--- src/rtl/pwm_pkg.sv ---
// Shared types and constants for the PWM duty sequencing blocks.
//   ramp_state_t : duty_ramp_ctrl FSM state encoding
//   DUTY_W       : width of the PWM duty word
//   DUTY_MAX     : largest representable duty
package pwm_pkg;

    typedef enum logic [1:0] {
        IDLE,
        RAMP_UP,
        RAMP_DOWN,
        SOFT_STOP
    } ramp_state_t;

    localparam int unsigned DUTY_W   = 4;
    localparam logic [3:0]  DUTY_MAX = 4'd15;

endpackage

--- src/rtl/step_tick_gen.sv ---
// Free-running divide-by-DIV counter producing a single-cycle step tick.
//   clk  : system clock
//   rst  : asynchronous active-low reset
//   clr  : synchronous restart of the count at 0
//   tick : high for one cycle while the count equals DIV-1
module step_tick_gen #(
    parameter int unsigned DIV = 4
) (
    input  logic clk,
    input  logic rst,
    input  logic clr,
    output logic tick
);

    localparam int unsigned      CNT_W = (DIV > 2) ? $clog2(DIV) : 1;
    localparam logic [CNT_W-1:0] LAST  = CNT_W'(DIV - 1);

    logic [CNT_W-1:0] cnt;

    assign tick = (cnt == LAST);

    always_ff @(posedge clk or negedge rst) begin
        if (!rst) begin
            cnt <= '0;
        end else if (clr || tick) begin
            cnt <= '0;
        end else begin
            cnt <= cnt + CNT_W'(1);
        end
    end

endmodule

--- src/rtl/duty_ramp_ctrl.sv ---
// Soft-start / soft-stop duty sequencer feeding the PWM stage. Moves duty one
// LSB per step tick toward an accepted target; a level stop ramps it to 0.
//   clk        : system clock
//   rst        : asynchronous active-low reset
//   target     : requested duty 0..15
//   load_valid : target valid this cycle
//   load_ready : block can accept a target (IDLE and no stop)
//   stop       : level soft-stop request
//   duty       : registered duty to the PWM stage
//   busy       : ramp or soft-stop in progress
//   done       : one-cycle pulse when duty reaches its goal
module duty_ramp_ctrl
    import pwm_pkg::*;
#(
    parameter int unsigned CLK_FREQ  = 50_000_000,
    parameter int unsigned STEP_FREQ = 1_000
) (
    input  logic              clk,
    input  logic              rst,
    input  logic [DUTY_W-1:0] target,
    input  logic              load_valid,
    output logic              load_ready,
    input  logic              stop,
    output logic [DUTY_W-1:0] duty,
    output logic              busy,
    output logic              done
);

    localparam int unsigned DIV = CLK_FREQ / STEP_FREQ;

    ramp_state_t       state;
    logic [DUTY_W-1:0] goal_q;
    logic [DUTY_W-1:0] duty_inc;
    logic [DUTY_W-1:0] duty_dec;
    logic              tick;
    logic              accept;
    logic              enter_stop;

    assign load_ready = (state == IDLE) && !stop;
    assign busy       = (state != IDLE);
    assign accept     = load_valid && load_ready;
    // A soft-stop in progress is never restarted, so a held stop does not
    // keep clearing the step counter.
    assign enter_stop = stop && (duty != '0) && (state != SOFT_STOP);
    assign duty_inc   = duty + DUTY_W'(1);
    assign duty_dec   = duty - DUTY_W'(1);

    // Restarting the divider on load and on soft-stop entry puts the first
    // step exactly DIV cycles after the triggering edge.
    step_tick_gen #(
        .DIV(DIV)
    ) u_tick (
        .clk (clk),
        .rst (rst),
        .clr (accept || enter_stop),
        .tick(tick)
    );

    always_ff @(posedge clk or negedge rst) begin
        if (!rst) begin
            state  <= IDLE;
            duty   <= '0;
            goal_q <= '0;
            done   <= 1'b0;
        end else begin
            done <= 1'b0;
            if (enter_stop) begin
                state  <= SOFT_STOP;
                goal_q <= '0;
            end else begin
                unique case (state)
                    IDLE: begin
                        if (accept) begin
                            goal_q <= target;
                            if (target > duty) begin
                                state <= RAMP_UP;
                            end else if (target < duty) begin
                                state <= RAMP_DOWN;
                            end else begin
                                done <= 1'b1;
                            end
                        end
                    end
                    RAMP_UP: begin
                        if (tick) begin
                            duty <= duty_inc;
                            if (duty_inc == goal_q) begin
                                state <= IDLE;
                                done  <= 1'b1;
                            end
                        end
                    end
                    RAMP_DOWN, SOFT_STOP: begin
                        if (tick) begin
                            duty <= duty_dec;
                            if (duty_dec == goal_q) begin
                                state <= IDLE;
                                done  <= 1'b1;
                            end
                        end
                    end
                    default: state <= IDLE;
                endcase
            end
        end
    end

    a_no_overflow : assert property (@(posedge clk) disable iff (!rst)
        (state == RAMP_UP && tick && !enter_stop) |-> (duty != DUTY_MAX));

    a_no_underflow : assert property (@(posedge clk) disable iff (!rst)
        ((state == RAMP_DOWN || state == SOFT_STOP) && tick && !enter_stop)
            |-> (duty != '0));

endmodule
--- config.mk ---
export PLATFORM = sky130hd
export DESIGN_NAME = duty_ramp_ctrl
export DESIGN_NICKNAME = d
export VERILOG_FILES = /design/src/rtl/pwm_pkg.sv /design/src/rtl/step_tick_gen.sv /design/src/rtl/duty_ramp_ctrl.sv
export SDC_FILE = /design/constraint.sdc
export NUM_CORES = 1
export LEC_CHECK = 0
export CORE_MARGIN = 4
export CORE_UTILIZATION = 40
export DETAILED_ROUTE_END_ITERATION = 8
export GPL_ROUTABILITY_DRIVEN = 0
export SLEW_MARGIN = 20
export SYNTH_ARGS = -nofsm -noshare
export SYNTH_HDL_FRONTEND = slang
export SYNTH_SLANG_ARGS = --single-unit
--- constraint.sdc ---
create_clock -name clk -period 2.18 [get_ports clk]
set_input_delay 0.327 -clock clk [delete_from_list [all_inputs] [get_ports clk]]
set_output_delay 0.327 -clock clk [all_outputs]
set_load 0.01 [all_outputs]
# Word-level counts from Yosys, hierarchy flattened
# Cells that the tools add are included.
# word_totals
input_bits	8
output_inout_bits	7
register_bits	27
wordCells	68
# classes
muxes	25
eq_ne	15
n_addsub	3
n_reduce_logical	17
n_lt_le_gt_ge	2
n_bitwise	1
# ops
operator	count
4-bit 2-to-1 mux	5
16-bit by 1-bit adder with 16-bit output (second input constant)	1
16-bit == test (second input constant)	1
16-bit 2-to-1 mux	1
2-bit 2-to-1 mux	8
3-bit inequality test (second input constant)	3
4-bit == test	2
1-bit 2-to-1 mux	8
4-bit one-hot mux with 2 select lines	1
2-bit nonzero test	4
3-bit by 2-bit inequality test with 1-bit output (second input constant)	2
2-bit one-hot mux with 3 select lines	1
6-bit AND reduction	1
4-bit by 1-bit adder with 4-bit output (second input constant)	1
2-bit == test (second input constant)	2
4-bit > comparator	1
1-bit logical AND	4
4-bit < comparator	1
2-bit by 1-bit inequality test with 1-bit output (second input constant)	2
4-bit by 2-bit inequality test with 1-bit output (second input constant)	1
4-bit AND reduction	1
4-bit nonzero test	1
4-bit by 1-bit subtractor with 4-bit output (second input constant)	1
1-bit one-hot mux with 3 select lines	1
8 further kinds	9

# Longest topological paths before layout
# logic_depth
word_depth	6
depth_mapped	8
depth_no_buf	7

# By module
# A second synthesis with hierarchy kept.
# unflattened
cells_unflattened	169
area_unflattened_um2	1592.8
# modules_own_cells
module	cells_each	area_each_um2	n_inst	seq_area_each_um2
duty_ramp_ctrl	89	800.8	1	275.3
step_tick_gen	80	792.0	1	400.4

# Worst setup path before layout
# Ideal clock, no wire load.
# synth_path
path_kind	register -> register
from	reg duty[0]
to	reg u_tick.cnt[10]
synth_period_minus_slack_ns	2.326
setup_ns	0.121
path_stages_with_launch	9
arrival_ns	2.205
setup_slack_ns	-0.146
cell_sequence	dfrtp_1 > clkbuf_1 > inv_1 > ha_1 > a221oi_1 > or3_2 > clkbuf_1 > buf_2 > nor2_1
# synth_between
elab_chain_cells	6
# synth_lines
element	line_no	source
from (decl)	duty_ramp_ctrl.sv:24	output logic [DUTY_W-1:0] duty,
from (signal assigned)	duty_ramp_ctrl.sv:86	duty <= duty_inc;
from (signal assigned)	duty_ramp_ctrl.sv:95	duty <= duty_dec;
4-bit nonzero test	duty_ramp_ctrl.sv:44	assign enter_stop = stop && (duty != '0) && (state != SOFT_STOP);
1-bit logical AND (2 in a row)	duty_ramp_ctrl.sv:44	
1-bit logical OR	duty_ramp_ctrl.sv:55	.clr (accept || enter_stop),
1-bit logical OR	step_tick_gen.sv:25	end else if (clr || tick) begin
16-bit 2-to-1 mux	step_tick_gen.sv:25	
to (signal assigned)	step_tick_gen.sv:28	cnt <= cnt + CNT_W'(1);
to (decl)	step_tick_gen.sv:18	logic [CNT_W-1:0] cnt;
# No other way between the ends.
# A chain may end at the register's enable or synchronous reset.

# Final worst setup path
# layout_path
from	reg u_tick.cnt[10]
to	reg duty[3]
# layout_between
elab_chain_cells	3
elab_cells_between_ends	4
# layout_lines
element	line_no	source
16-bit == test (*)	step_tick_gen.sv:20	assign tick = (cnt == LAST);
2-bit by 1-bit inequality test with 1-bit output (no line)	-	
4-bit AND reduction (no line) (*)	-	
# Mark *: on every way between the ends. The rest lies on a longest branch, timed or not.

==> impl_metrics.prom <==
# TYPE chip_impl_metric gauge
chip_impl_info{name="critical-path-top-delay-family",value="simple AND/OR/NAND/NOR gates"} 1
chip_impl_metric{name="finalSetupViolCount",unit=""} 0
chip_impl_metric{name="postSynthAreaPerCell",unit="µm²"} 9.54
chip_impl_metric{name="synthCells",unit=""} 172
chip_impl_metric{name="insertion_delay",unit="ps"} 280
chip_impl_info{name="startpoint_type",value="flop"} 1
chip_impl_metric{name="total_power",unit="W"} 0.00119
chip_impl_metric{name="timing.final.max_slew_violations",unit=""} 0
chip_impl_metric{name="die_y",unit="µm"} 72.0
chip_impl_metric{name="detailed_place_hpwl",unit="µm"} 2670
chip_impl_metric{name="num_antenna_cells",unit=""} 0
chip_impl_metric{name="timing.critical_path.required",unit="ps"} 2380
chip_impl_metric{name="combined_area_of_all_synthesized_cells",unit="µm²"} 1640
chip_impl_metric{name="maxCapViolCount",unit=""} 0
chip_impl_metric{name="antenna_found_initial",unit=""} 0
chip_impl_info{name="path_class",value="reg2reg"} 1
chip_impl_metric{name="grt_start_max_net_pins",unit=""} 28
chip_impl_metric{name="worst_hold_slack",unit="ps"} 411
chip_impl_metric{name="portBuffers",unit=""} 14
chip_impl_metric{name="drt-pass1-iter-count",unit=""} 4
chip_impl_metric{name="max_stage_delay",unit="ps"} 550
chip_impl_metric{name="final_layout_size_suffix_gt1_frac",unit=""} 0.160
chip_impl_info{name="crit_path_start",value="u_tick.cnt[10]"} 1
chip_impl_metric{name="num-nets-final",unit=""} 216
chip_impl_metric{name="start_util",unit=""} 0.413
chip_impl_metric{name="detail_route.vias_per_cell",unit=""} 5.32
chip_impl_metric{name="fp.dieArea",unit="µm²"} 5190
chip_impl_metric{name="grt.overflow.total",unit=""} 0
chip_impl_metric{name="power.density_cell_area",unit="nW/µm²"} 596
chip_impl_metric{name="vias",unit=""} 1329
chip_impl_metric{name="synth.yosys.seq_area_share",unit=""} 0.412
chip_impl_info{name="clockRootBuffer",value="sky130_fd_sc_hd__clkbuf_8"} 1
chip_impl_metric{name="placeableCoreArea",unit="µm²"} 3970
chip_impl_metric{name="min_period",unit="ps"} 2160
chip_impl_info{name="worst_hold_path_type",value="in2async"} 1
chip_impl_metric{name="post_cts_clock_slew_at_the_launch_and_capture_registers_of_the_worst_setup_and_hold_paths",unit="ps"} 100
chip_impl_info{name="crit_end_category",value="flop"} 1
chip_impl_metric{name="routed_wire_length_per_instance",unit="µm"} 14.3
chip_impl_metric{name="tightest_slew",unit="ps"} 565
chip_impl_metric{name="arrival",unit="ps"} 2360
chip_impl_info{name="layout.cells.most_common_list",value="30 x sky130_fd_sc_hd__nor2_1, 26 x sky130_fd_sc_hd__dfrtp_1, 16 x sky130_fd_sc_hd__xnor2_1"} 1
chip_impl_metric{name="worst_clock_skew",unit="ps"} 8.16
chip_impl_metric{name="critical_path.max_fanout",unit=""} 5
chip_impl_metric{name="cts_hold_buf",unit=""} 0
chip_impl_metric{name="grt_util_all_layers",unit=""} 0.146
chip_impl_metric{name="tritoncts.num_buffers",unit=""} 3
chip_impl_metric{name="postSynthRegisterBits",unit=""} 27
chip_impl_metric{name="dp_slack",unit="ps"} -97.4
chip_impl_metric{name="yosys.cell_types.count",unit=""} 40
chip_impl_metric{name="routed_wl",unit="µm"} 3570
chip_impl_metric{name="worst_ir_drop_vdd",unit="mV"} 0.314
chip_impl_metric{name="timing.final.crit_share",unit=""} 0.990
chip_impl_metric{name="crit_buf_inv",unit=""} 0
chip_impl_metric{name="post-route-worst-setup-slack",unit="ps"} 22.1
chip_impl_metric{name="cts.htree.levels",unit=""} 1
chip_impl_metric{name="drt-initial-drc-count",unit=""} 83
chip_impl_info{name="worstPathCellList",value="or4b_4 > nor4_4 > or3b_4 > a21oi_2 > xnor2_1"} 1
chip_impl_metric{name="via_count_of_the_first_global_routing_pass",unit=""} 1317
chip_impl_metric{name="placed_cells",unit=""} 245
chip_impl_metric{name="synth.yosys.warnings",unit=""} 0
chip_impl_info{name="reg2reg_from",value="u_tick.cnt[10]"} 1
chip_impl_info{name="final_common_cell",value="sky130_fd_sc_hd__nor2_1"} 1
chip_impl_metric{name="total_leakage_power",unit="nW"} 0.877
chip_impl_metric{name="synth_fp_nets",unit=""} 187
chip_impl_metric{name="tritoncts_num_sinks",unit=""} 27
chip_impl_metric{name="die_w",unit="µm"} 72.0
chip_impl_metric{name="synthToLayoutAreaGrowth",unit="%"} 21.9
chip_impl_metric{name="drc_errors_left",unit=""} 0
chip_impl_info{name="rsz0062_at_grt",value="true"} 1
chip_impl_metric{name="reg2regPathDepth",unit=""} 5
chip_impl_metric{name="fin_cells",unit=""} 250
chip_impl_metric{name="timing.max_slew.rel_slack",unit=""} 0.623
chip_impl_metric{name="remaining_antenna_violation_count",unit=""} 0
chip_impl_metric{name="rows",unit=""} 23
chip_impl_metric{name="timing.fmax",unit="MHz"} 463
chip_impl_info{name="cp_slowest_cell",value="sky130_fd_sc_hd__or4b_4"} 1
chip_impl_metric{name="finalHoldViolations",unit=""} 0
chip_impl_info{name="cts_tree",value="done"} 1
chip_impl_metric{name="boundaryPins",unit=""} 15
chip_impl_metric{name="grt_first_pass_wirelength",unit="µm"} 6150
chip_impl_metric{name="timing.critical_path.depth",unit=""} 5
chip_impl_info{name="run_status",value="complete, no violations"} 1
chip_impl_metric{name="clk_path_buf_depth",unit=""} 2
cell families after synthesis:
family	share of synthesized area
simple gates	0.243
xor+xnor	0.144
flops	0.412
compound gates	0.0954
buf+inv	0.0465
fa+ha+maj	0.0534
mux	0.00610
metrics by stage:
stage	cell area [µm²]	TNS [ps]	utilization
after detailed placement	1920	-141	0.483
final	2000	0	0.503
after floorplan	1650	0	-
after CTS	1970	0	0.496
after global routing	2000	-185	0.503
after global placement	1920	-34.9	0.483
worst paths after layout:
check | end | slack [ps]
max in group asynchronous | duty[1] | 1480
setup / recovery | duty[3] | 20
setup reg to reg | duty[3] | 20
min in group clk | u_tick.cnt[0] | 490
hold / removal | u_tick.cnt[5] | 410
hold reg to reg | u_tick.cnt[0] | 490
worst reg2reg max path, cell delays in order (launching register included):
cell and delay (ps):
sky130_fd_sc_hd__dfrtp_1 400, sky130_fd_sc_hd__or4b_4 550, sky130_fd_sc_hd__nor4_4 400, sky130_fd_sc_hd__or3b_4 480, sky130_fd_sc_hd__a21oi_2 140, sky130_fd_sc_hd__xnor2_1 120
power breakdown:
group          total (W)  switching, W  internal [W]
Clock           0.000299      0.000169      0.000130
Combinational   0.000261      0.000130      0.000132
Sequential      0.000631     0.0000608      0.000570
Total            0.00119      0.000359      0.000831
metal layers:
layer  track usage  share of wire  vias to the layer above
li1              -              -                      653
met1         0.214           0.49                      649
met2         0.220           0.47                       25
met3        0.0249          0.033                        2
met4        0.0438         0.0056                        0
met5             0              0                        -
cells in the mapped netlist:
cell type | count | area share
sky130_fd_sc_hd__clkbuf_1 | 2 | 0.0046
sky130_fd_sc_hd__xnor2_1 | 16 | 0.085
sky130_fd_sc_hd__or4b_1 | 1 | 0.0061
sky130_fd_sc_hd__nor4b_2 | 1 | 0.0092
sky130_fd_sc_hd__o31ai_1 | 1 | 0.0046
sky130_fd_sc_hd__nor3_1 | 4 | 0.012
sky130_fd_sc_hd__or3b_1 | 2 | 0.011
sky130_fd_sc_hd__nor2b_1 | 1 | 0.0038
sky130_fd_sc_hd__dfrtp_1 | 27 | 0.41
sky130_fd_sc_hd__and4_1 | 1 | 0.0053
sky130_fd_sc_hd__ha_1 | 7 | 0.053
sky130_fd_sc_hd__a311oi_1 | 1 | 0.0053
sky130_fd_sc_hd__buf_6 | 2 | 0.014
sky130_fd_sc_hd__o211ai_1 | 1 | 0.0046
sky130_fd_sc_hd__nor2_2 | 1 | 0.0038
sky130_fd_sc_hd__mux2i_1 | 1 | 0.0061
sky130_fd_sc_hd__or4b_4 | 1 | 0.0084
sky130_fd_sc_hd__buf_2 | 1 | 0.0030
sky130_fd_sc_hd__and3_1 | 3 | 0.011
sky130_fd_sc_hd__nand2_1 | 6 | 0.014
sky130_fd_sc_hd__a21oi_2 | 1 | 0.0053
sky130_fd_sc_hd__xor2_1 | 11 | 0.059
sky130_fd_sc_hd__nand3_1 | 10 | 0.031
sky130_fd_sc_hd__nor4b_1 | 2 | 0.011
sky130_fd_sc_hd__a31oi_1 | 1 | 0.0038
sky130_fd_sc_hd__nor4_4 | 1 | 0.013
sky130_fd_sc_hd__inv_1 | 11 | 0.025
sky130_fd_sc_hd__nand4b_1 | 1 | 0.0053
sky130_fd_sc_hd__a22o_1 | 5 | 0.027
sky130_fd_sc_hd__a32o_1 | 1 | 0.0061
sky130_fd_sc_hd__o41ai_1 | 1 | 0.0053
sky130_fd_sc_hd__or3_2 | 1 | 0.0046
sky130_fd_sc_hd__o21a_1 | 1 | 0.0046
sky130_fd_sc_hd__nand4_1 | 4 | 0.015
sky130_fd_sc_hd__a221oi_1 | 1 | 0.0053
sky130_fd_sc_hd__or3_1 | 1 | 0.0038
sky130_fd_sc_hd__a21oi_1 | 6 | 0.018
sky130_fd_sc_hd__a2111oi_0 | 1 | 0.0053
sky130_fd_sc_hd__nand2b_1 | 1 | 0.0038
sky130_fd_sc_hd__nor2_1 | 31 | 0.071
registers in the layout, indices dropped and copies added, names as in the netlist:
register / flops
done: 1
duty: 4
goal_q: 4
state: 2
u_tick.cnt: 16
area by class of cell:
class,count,area [µm²]
Clock buffer,3,41.3
Multi-Input combinational cell,129,917
Timing Repair Buffer,29,253
Inverter,11,41.3
Clock inverter,1,7.51
Tap cell,50,62.6
Fill cell,379,1970
Sequential cell,27,677
timing repair:
action	CTS	global route
setup buffers	0	1
pin swaps	0	2
setup endpoints to repair	2	5
gates resized for setup	1	5
No activity file was read; power rests on OpenSTA's default activity.
